### config.mk
export PLATFORM = sky130hd
export DESIGN_NAME = instr_fetch_unit
export DESIGN_NICKNAME = d
export VERILOG_FILES = /design/src/rtl/cpu_pkg.sv /design/src/rtl/fetch_timeout_ctr.sv /design/src/rtl/instr_fetch_unit.sv
export SDC_FILE = /design/constraint.sdc
export NUM_CORES = 1
export LEC_CHECK = 0
export CORE_AREA = 3 3 100 125
export CTS_CLUSTER_SIZE = 20
export DETAILED_ROUTE_END_ITERATION = 12
export DIE_AREA = 0 0 103 128
export PLACE_DENSITY = 0.55
export SETUP_SLACK_MARGIN = 0.1
export SLEW_MARGIN = 20
export SYNTH_ARGS = -nofsm -noshare
export SYNTH_HDL_FRONTEND = slang
export SYNTH_SLANG_ARGS = --single-unit
### constraint.sdc
create_clock -name clk -period 2.35 [get_ports clk]
set_clock_uncertainty 0.1 [all_clocks]
set_input_delay 0.235 -clock clk [delete_from_list [all_inputs] [get_ports clk]]
set_output_delay 0.235 -clock clk [all_outputs]
set_load 0.02 [all_outputs]
### src/rtl/cpu_pkg.sv
// Shared CPU definitions: bus widths, fetch FSM states and PC select codes.
// Imported by the fetch unit and its helpers.
package cpu_pkg;

    localparam int ADDR_W  = 19;
    localparam int INSTR_W = 19;

    typedef enum logic [2:0] {
        S_IDLE = 3'd0,
        S_REQ  = 3'd1,
        S_WAIT = 3'd2,
        S_HOLD = 3'd3,
        S_DROP = 3'd4,
        S_ERR  = 3'd5
    } fetch_state_e;

    typedef enum logic [1:0] {
        PC_SEQ = 2'b00,
        PC_BR  = 2'b01,
        PC_JMP = 2'b10,
        PC_RET = 2'b11
    } pc_sel_e;

endpackage

### src/rtl/fetch_timeout_ctr.sv
// Response-wait counter for the fetch unit.
// Saturates at TIMEOUT-1 so expired stays asserted once reached.
module fetch_timeout_ctr #(
    parameter int TIMEOUT = 64
) (
    input  logic clk,
    input  logic rst_n,
    input  logic clear,
    input  logic enable,
    output logic expired
);

    localparam int CW = $clog2(TIMEOUT) + 1;
    localparam logic [CW-1:0] LAST = CW'(TIMEOUT - 1);

    logic [CW-1:0] count;

    always_ff @(posedge clk or negedge rst_n) begin
        if (!rst_n) begin
            count <= '0;
        end else if (clear) begin
            count <= '0;
        end else if (enable && (count != LAST)) begin
            count <= count + 1'b1;
        end
    end

    assign expired = (count == LAST);

endmodule

### src/rtl/instr_fetch_unit.sv
// Baseline single-outstanding instruction fetcher between PC and decode.
// Issues one memory read per instruction and holds the result for decode.
module instr_fetch_unit #(
    parameter int ADDR_W  = cpu_pkg::ADDR_W,
    parameter int INSTR_W = cpu_pkg::INSTR_W,
    parameter int TIMEOUT = 64
) (
    input  logic               clk,
    input  logic               rst_n,
    input  logic [ADDR_W-1:0]  pc,
    input  logic               flush,
    output logic               mem_req,
    output logic [ADDR_W-1:0]  mem_addr,
    input  logic               mem_gnt,
    input  logic               mem_rvalid,
    input  logic [INSTR_W-1:0] mem_rdata,
    output logic               instr_valid,
    input  logic               instr_ready,
    output logic [INSTR_W-1:0] instr,
    output logic [ADDR_W-1:0]  instr_pc,
    output logic               pc_advance,
    output logic               fetch_err
);

    import cpu_pkg::*;

    fetch_state_e state_q, state_d;

    logic ctr_clear;
    logic ctr_en;
    logic expired;
    logic latch_addr;
    logic latch_instr;
    logic set_err;

    fetch_timeout_ctr #(
        .TIMEOUT (TIMEOUT)
    ) u_timeout (
        .clk     (clk),
        .rst_n   (rst_n),
        .clear   (ctr_clear),
        .enable  (ctr_en),
        .expired (expired)
    );

    always_comb begin
        state_d     = state_q;
        ctr_clear   = 1'b0;
        ctr_en      = 1'b0;
        latch_addr  = 1'b0;
        latch_instr = 1'b0;
        set_err     = 1'b0;
        mem_req     = 1'b0;
        instr_valid = 1'b0;
        pc_advance  = 1'b0;
        unique case (state_q)
            S_IDLE: begin
                if (!flush) begin
                    latch_addr = 1'b1;
                    state_d    = S_REQ;
                end
            end
            S_REQ: begin
                mem_req = 1'b1;
                if (mem_gnt) begin
                    // a granted request always owes a response
                    ctr_clear = 1'b1;
                    state_d   = flush ? S_DROP : S_WAIT;
                end else if (flush) begin
                    state_d = S_IDLE;
                end
            end
            S_WAIT: begin
                ctr_en = 1'b1;
                if (mem_rvalid) begin
                    if (flush) begin
                        state_d = S_IDLE;
                    end else begin
                        latch_instr = 1'b1;
                        state_d     = S_HOLD;
                    end
                end else if (expired) begin
                    set_err = 1'b1;
                    state_d = S_ERR;
                end else if (flush) begin
                    state_d = S_DROP;
                end
            end
            S_HOLD: begin
                instr_valid = 1'b1;
                if (flush) begin
                    state_d = S_IDLE;
                end else if (instr_ready) begin
                    pc_advance = 1'b1;
                    state_d    = S_IDLE;
                end
            end
            S_DROP: begin
                ctr_en = 1'b1;
                if (mem_rvalid) begin
                    state_d = S_IDLE;
                end else if (expired) begin
                    set_err = 1'b1;
                    state_d = S_ERR;
                end
            end
            S_ERR: begin
                state_d = S_ERR;
            end
            default: begin
                state_d = S_IDLE;
            end
        endcase
    end

    always_ff @(posedge clk or negedge rst_n) begin
        if (!rst_n) begin
            state_q   <= S_IDLE;
            mem_addr  <= '0;
            instr     <= '0;
            instr_pc  <= '0;
            fetch_err <= 1'b0;
        end else begin
            state_q <= state_d;
            if (latch_addr) begin
                mem_addr <= pc;
            end
            if (latch_instr) begin
                instr    <= mem_rdata;
                instr_pc <= mem_addr;
            end
            if (set_err) begin
                fetch_err <= 1'b1;
            end
        end
    end

endmodule

## After elaboration in Yosys (flattened, before gate mapping)

Cells that the tools add are included.

| storage, ports and cells | value |
|---|---|
| register bits after elaboration | 68 |
| bits of input ports | 44 |
| output and inout port bits | 61 |
| logic and storage cells | 54 |

| cells by class | value |
|---|---|
| $add $sub $neg | 1 |
| equal/unequal tests | 12 |
| mux-type cells | 30 |
| reductions and logical operators | 5 |

Operators with widths:

| operator | number |
|---|---|
| 2-to-1 mux 3 bit | 11 |
| one-hot mux 3 bit (6 select lines) | 1 |
| 2-to-1 mux 1 bit | 15 |
| 2-to-1 mux 7 bit | 2 |
| != test 3 bit (second input constant) | 3 |
| adder 7 x 1 -> 7 bit (second input constant) | 1 |
| equality test 7 x 6 -> 1 bit (second input constant) | 1 |
| != test 7 x 6 -> 1 bit (second input constant) | 1 |
| equality test 3 x 2 -> 1 bit (second input constant) | 2 |
| equality test 3 bit (second input constant) | 2 |
| AND reduction 5 bit | 1 |
| != test 4 bit (second input constant) | 1 |
| equality test 3 x 1 -> 1 bit (second input constant) | 1 |
| zero test 3 bit | 1 |
| 2-to-1 mux 2 bit | 1 |
| != test 2 bit (second input constant) | 1 |
| nonzero test 2 bit | 1 |
| OR reduction 2 bit | 1 |
| logical AND 1 bit | 1 |

## Logic depth before layout (Yosys ltp)

Gate-level depths: netlist of run 1.

| depth | value |
|---|---|
| depth after elaboration | 6 |
| gate-level depth with buffers | 6 |
| depth with buffers taken out | 5 |

## Hierarchy

Synthesis of run 1 repeated with hierarchy kept, for this count alone.

| second synthesis, totals | value |
|---|---|
| cells, all modules | 201 |
| area total of the unflattened synthesis | 2904.0 sq um |

Modules (own cells, without submodules):

| module | instances | cells an instance | area an instance (sq um) | sequential area each (sq um) |
|---|---|---|---|---|
| instr_fetch_unit | 1 | 163 | 2494.9 | 1526.5 |
| fetch_timeout_ctr | 1 | 38 | 409.1 | 175.2 |

## Least setup slack after synthesis of run 1

No wires, ideal clock.

| timing path | value |
|---|---|
| path kind | reg2reg |
| start | register state_q[2] |
| end | register mem_addr[10] |
| setup time | 0.125 ns |
| arrival | 1.642 ns |
| required time | 2.125 ns |
| slack | 0.483 ns |
| cell stages (with the launch flop) | 5 |
| buffers on the path | 2 |
| clock period less this slack | 1.867 ns |
| cell sequence | dfrtp_1 -> buf_4 -> nor4_4 -> buf_2 -> mux2_2 |

| on the way | value |
|---|---|
| cells in the longest elaborated chain, start to end | 2 |

Ends and longest elaborated chain:

| element | RTL line | source |
|---|---|---|
| start, declared | instr_fetch_unit.sv:27 | `fetch_state_e state_q, state_d;` |
| start signal, assigned | instr_fetch_unit.sv:124 | `state_q <= state_d;` |
| zero test 3 bit | instr_fetch_unit.sv:56 | `unique case (state_q)` |
| 2-to-1 mux 1 bit | instr_fetch_unit.sv:56 |  |
| end signal, assigned | instr_fetch_unit.sv:126 | `mem_addr <= pc;` |
| end, declared | instr_fetch_unit.sv:13 | `output logic [ADDR_W-1:0] mem_addr,` |

No other way between the ends.
A chain may end at the register's enable or synchronous reset.

## Worst setup path after layout of run 1

| timing path | value |
|---|---|
| start | register state_q[1] |
| end | output port instr_valid |

| on the way | value |
|---|---|
| cells in the longest elaborated chain, start to end | 2 |

Ends and longest elaborated chain:

| element | RTL line | source |
|---|---|---|
| equality test 3 x 2 -> 1 bit | instr_fetch_unit.sv:56 |  |
| 2-to-1 mux 1 bit | instr_fetch_unit.sv:56 |  |
| end, declared | instr_fetch_unit.sv:17 | `output logic instr_valid,` |

No other way between the ends.

==> results.md, run 1 <==
- Status: completed
- Mapped Area: roughly 2800 sq um
- Number of global-route vias before repair: roughly 2100
- Die W: between 100 and 150 um
- Initial Util: 0.250
- Worst Path Class, Setup: reg2out
- Commonest cells after routing, fill and taps aside: clkdlybuf4s50_1 (102), dfrtp_1 (68), mux2_2 (57), clkbuf_16 (9), nand2_1 (7)
- Seq pwr share: 0.337
- IO Pins: roughly 110
- Clock transition at path regs: approximately 0.050 ns
- Final Max Tran Viols: 0
- Gate power share: 0.426
- Antenna Nets Post-Route: 0
- Post-synth EDFFs: 0
- Core box area: 11300 sq um
- Total number of vias: 2013
- DRT iter0 DRCs: 52
- Fmax: around 460 MHz
- Cell area power density: about 1300 nW/um^2
- Setup-failing EPs final: 0
- Main flop type after synthesis: dfrtp_1
- Ant diodes: 0
- Leak: between 1.5 and 2 nW
- Final WL: 6720 um
- Warnings from Yosys: 0
- DR DRC count: 0
- Die footprint: roughly 13000 sq um
- Avg Cell Area, Syn: 14.1 sq um
- Worst vdd ir: 535 uV
- Number of cell rows: 43
- Gp weighted congestion: a little over 0.7
- Setup Buffers After CTS: 0
- Bufs on Longest Clock Path: 2
- I/O Buffers: ~100
- Worst Tran Pin Value: 0.593 ns
- Net Sw Power: ~1.9 mW
- Largest net degree at the start of global routing: 45
- Setup ws final: between 0.15 and 0.2 ns
- # clock sinks: between 60 and 70
- Post-synthesis sequential area ratio: 0.602
- Post-route setup TNS: 0 ns
- Sw Ratio: 0.329
- Endpoints failing hold: 0
- Crit path time final: 2.16 ns
- Synth Register Bits: 68
- Area growth, synth to finish: 55.0%
- Async S/R FF share, synth: 1.00
- Syn Nets: 246
- Layout cells sized above 1: 0.260
- Total GRT Usage: 0.105
- TritonRoute pass-1 iters: 4
- Worst-Skew Late Latency: approximately 0.32 ns
- Die H: about 130 um
- Placement Setup Slack: approximately 0.29 ns
- FF-to-FF setup slack: 0.40 ns
- Final nets: around 360
- Crit start category: register
- Distinct cells, synth: 37
- CTS buffer count: 9
- CTS tree: yes
- Vias per cell: around 4.5
- DPL Wire Length: around 4700 um
- Slew headroom: 0.605
- Routed wire length per instance: 14.9 um
- Max-cap viol count: 0
- WP data required: between 2 and 2.5 ns
- CTS H-Tree Depth: 3
- HP Class: in2async
- Crit path capture type: primary output
- Mapped Cells: 201
- Grt ovf: 0
- Clock Power Share: 0.237
- First-pass GRT wire length: ~11000 um
- Hold_ws: ~0.37 ns
- RSZ-0062 raised after global routing: no
- CP arrival: roughly 1.8 ns
- Pint: between 3 and 4 mW
- Antenna violations before repair: 0
- Clk root buf: clkbuf_16
- Fin crit share: 0.919
- Commonest non-fill, non-tap cell in the layout: clkdlybuf4s50_1
- CP max FO: 8
worst paths after layout:
kind / startpoint / to / depth (start not counted)
hold / removal: rst_n / instr_pc[0] / 2
setup / recovery: state_q[1] / instr_valid / 3
min in group clk: fetch_err / fetch_err / 2
max in group asynchronous: rst_n / mem_addr[4] / 3
setup reg to reg: state_q[0] / u_timeout.count[5] / 4
hold reg to reg: fetch_err / fetch_err / 2
power groups by stage:
stage | clock network (mW) | registers [mW] | logic, mW
6_report | 1.39 | 1.98 | 2.49
5_1_grt | 1.50 | 2.05 | 2.66
4_1_cts | 1.44 | 1.99 | 2.54
3_5_place_dp | 0 | 1.99 | 2.53
3_3_place_gp | 0 | 1.99 | 2.51
2_1_floorplan | 0 | 2.45 | 0.826
state kept, by name (all words and copies together) (netlist names):
signal and count:
state_q 3, u_timeout.count 7, mem_addr 19, instr 19, fetch_err 1, instr_pc 19
final cells by class:
class	count	area [sq um]
fillers	1095	6920
well taps	135	169
clock buffers	13	280
repair buffers	112	1130
clock inverters	1	30.0
multi-input cells	118	1050
flip-flops and latches	68	1700
inverters	3	11.3
kinds of logic after synthesis:
kind of cell               share of synthesized area
AOI/OAI and AO/OA                             0.0594
xor gates and xnor gates                     0.00620
adders and majority gates                    0.00443
buffers and inverters                         0.0266
DFF                                            0.602
muxes                                          0.234
and+or+nand+nor                               0.0669
worst max-delay path, cell delays in order, from the launching register on:
cell and delay, ns:
dfrtp_1 0.47, nor2b_1 0.25, and2_1 0.17, clkdlybuf4s50_1 0.61
stage by stage:
stage / std cells / area (sq um) / utilization / power (mW)
CTS: 450 / 4380 / 0.388 / 5.97
global placement: 435 / 4060 / 0.359 / 4.50
detailed placement: 435 / 4060 / 0.359 / 4.53
floorplan: 201 / 2830 / - / 3.28
finish: 450 / 4380 / 0.388 / 5.86
global route: 450 / 4380 / 0.388 / 6.21
cell usage after synthesis (3+ instances only):
cell      instances  area share
nand2_1           7      0.0093
buf_2             3      0.0053
o31ai_1           3      0.0080
nor3_1            4      0.0071
a21oi_1           6       0.011
clkbuf_1          5      0.0066
inv_1             3      0.0040
dfrtp_1          68        0.60
or3_1             3      0.0066
buf_4             4       0.011
mux2_2           57        0.23
nor2_1            4      0.0053
metal layers:
layer	track usage	vias up	wire [um]
li1	-	951	-
met1	0.119	986	2630
met2	0.172	67	3460
met3	0.0501	9	536
met4	0.0366	0	96
met5	0	-	0
what timing repair did:
| action | in CTS | in global routing |
|---|---|---|
| hold buffers | 1 | 0 |
| setup endpoints to repair | 1 | 0 |
| hold endpoints to repair | 24 | 0 |
| gates resized for setup | 1 | 0 |
(Power assumes the default switching activity.)
==> run 2: changes to the inputs <==
==> constraint.sdc (replaced) <==
create_clock -name clk -period 2.35 [get_ports clk]
set_clock_uncertainty 0.1 [all_clocks]
set_input_delay 0.235 -clock clk [delete_from_list [all_inputs] [get_ports clk]]
set_output_delay 0.235 -clock clk [all_outputs]
set_load 0.005 [all_outputs]
==> results.md, run 2 (same netlist as run 1, synthesis figures left out) <==
- Status: completed
- Vias per cell: ~4.4
- Clock transition at path regs: roughly 0.050 ns
- Hold endpoint: fetch_err
- FILL cells: 1098
- Crit path capture type: primary output
- Grt ovf: 0
- WP data required: approximately 2 ns
- Die W: approximately 100 um
- Layout cells sized above 1: 0.272
- Worst Path Class, Setup: reg2out
- Clk root buf: clkbuf_16
- Endpoints failing hold: 0
- Core box area: 11300 sq um
- Final WL: between 6000 and 7000 um
- Worst-Skew Late Latency: approximately 0.33 ns
- Worst path depth: 4
- Critical path buffers and inverters: 1
- Cell area power density: 1240 nW/um^2
- Routed wire length per instance: about 14 um
- R2R Path End: u_timeout.count[5]
- Hold Path Cell Cnt: 2
- CP arrival: between 1.5 and 2 ns
- Commonest non-fill, non-tap cell in the layout: clkdlybuf4s50_1
- Max-cap viol count: 0
- R2R cell count: 4
- Number of global-route vias before repair: 2101
- Total GRT Usage: 0.105
- I/O Buffers: 104
- Antenna violations before repair: 0
- Ant diodes: 0
- TritonRoute pass-1 iters: 4
- HP Class: reg2reg
- Setup-failing EPs final: 0
- Setup Buffers After CTS: 0
- Gp weighted congestion: about 0.67
- Initial Util: 0.250
- Largest net degree at the start of global routing: 40
- First-pass GRT wire length: 10600 um
- Fmax: ~470 MHz
- Worst-path cell chain: nor2b_2 > and2_1 > and3b_1 > clkdlybuf4s50_1
- Leak: between 1.5 and 2 nW
- DPL Wire Length: around 4600 um
- Commonest cells after routing, fill and taps aside: clkdlybuf4s50_1 (103), dfrtp_1 (66), mux2_2 (57), clkbuf_16 (9), nand2_1 (7)
- Slowest Stage Delay on Critical Path: ~0.49 ns
- Worst path slowest cell: clkdlybuf4s50_1
- # clock sinks: 68
- Die H: ~130 um
- Post-route setup TNS: 0 ns
- Crit path time final: approximately 2.1 ns
- FF-to-FF Start: state_q[2]
- RSZ-0062 raised after global routing: no
- Die footprint: between 10000 and 15000 sq um
- DR DRC count: 0
- Fin crit share: 0.910
- Final nets: between 300 and 400
- DRT iter0 DRCs: 31
- Hold Startpoint: fetch_err
- Bufs on Longest Clock Path: 2
- CTS H-Tree Depth: 3
- CTS tree: yes
- Worst Tran Pin Value: ~0.7 ns
- Number of cell rows: between 40 and 50
- Pwr Total: between 5 and 6 mW
- Worst vdd ir: 524 uV
- Largest regs: instr: 19 flops, instr_pc: 19 flops, mem_addr: 19 flops
- Slew headroom: 0.542
- CP top delay family: simple AND/OR/NAND/NOR gates
- Antenna Nets Post-Route: 0
- FF-to-FF setup slack: between 0.4 and 0.5 ns
- Crit start category: register
- Final Max Tran Viols: 0
- CTS buffer count: 9
- Total number of vias: 1971
- CP max FO: 7
- IO Pins: about 110
- Area growth, synth to finish: 56.0%
[run 2: cell count changes in the layout (fill, tap and decap cells not counted), moves of 2 or more]
| cell | before | now |
|---|---|---|
| dfrtp_2 | 0 | 2 |
| bufinv_16 | 1 | 3 |
| clkbuf_8 | 4 | 1 |
| dfrtp_1 | 68 | 66 |
[run 2: worst max-delay path by stage]
stage               start           end  slack (ns)
2_1_floorplan  state_q[2]  mem_addr[10]        0.48
3_3_place_gp   mem_rvalid  instr_pc[18]        0.31
3_5_place_dp   mem_rvalid     instr[12]        0.29
4_1_cts        state_q[2]    pc_advance        0.15
5_1_grt        state_q[2]    pc_advance        0.11
6_report       state_q[2]    pc_advance        0.21
[run 2: cell type report]
cell class | count | area [sq um] | area share
inverter | 3 | 11.3 | 0.00256
timing repair buffer | 111 | 1120 | 0.253
multi-input combinational | 118 | 1060 | 0.240
tap | 135 | 169 | 0.0383
clock inverter | 6 | 111 | 0.0253
sequential | 68 | 1700 | 0.387
clock buffer | 10 | 239 | 0.0542
[run 2: worst reg2reg max path, stage by stage (launching register included)]
cell and delay, ns:
dfrtp_1 0.48, xnor2_1 0.20, or3_1 0.40, or4_1 0.47, a21oi_1 0.17
[run 2: power by group]
part,internal [mW],total [mW],switching [mW]
sequential,1.65,2.01,0.355
combinational,1.32,1.91,0.589
clock,1.06,1.56,0.499
[run 2: layer usage]
layer | track usage | routed length, um | up-vias
met2 | 0.167 | 3190 | 65
met1 | 0.124 | 2700 | 947
met3 | 0.0386 | 459 | 10
met5 | 0 | 0 | -
li1 | - | - | 949
met4 | 0.0473 | 97 | 0
[run 2: stage by stage]
step / worst slack, ns / util / hold slack [ns] / instance area, sq um / cells
2_1_floorplan: 0.483 / - / -0.161 / 2830 / 201
3_3_place_gp: 0.311 / 0.358 / 0.228 / 4040 / 434
3_5_place_dp: 0.290 / 0.358 / 0.228 / 4040 / 434
4_1_cts: 0.146 / 0.390 / 0.374 / 4400 / 451
5_1_grt: 0.110 / 0.390 / 0.389 / 4410 / 451
6_report: 0.212 / 0.390 / 0.366 / 4410 / 451
[run 2: timing repair]
action | CTS | global route
hold endpoints to repair | 29 | 0
setup endpoints to repair | 1 | 1
resized for setup | 1 | 2
hold buffers | 1 | 0
pin swaps | 0 | 0
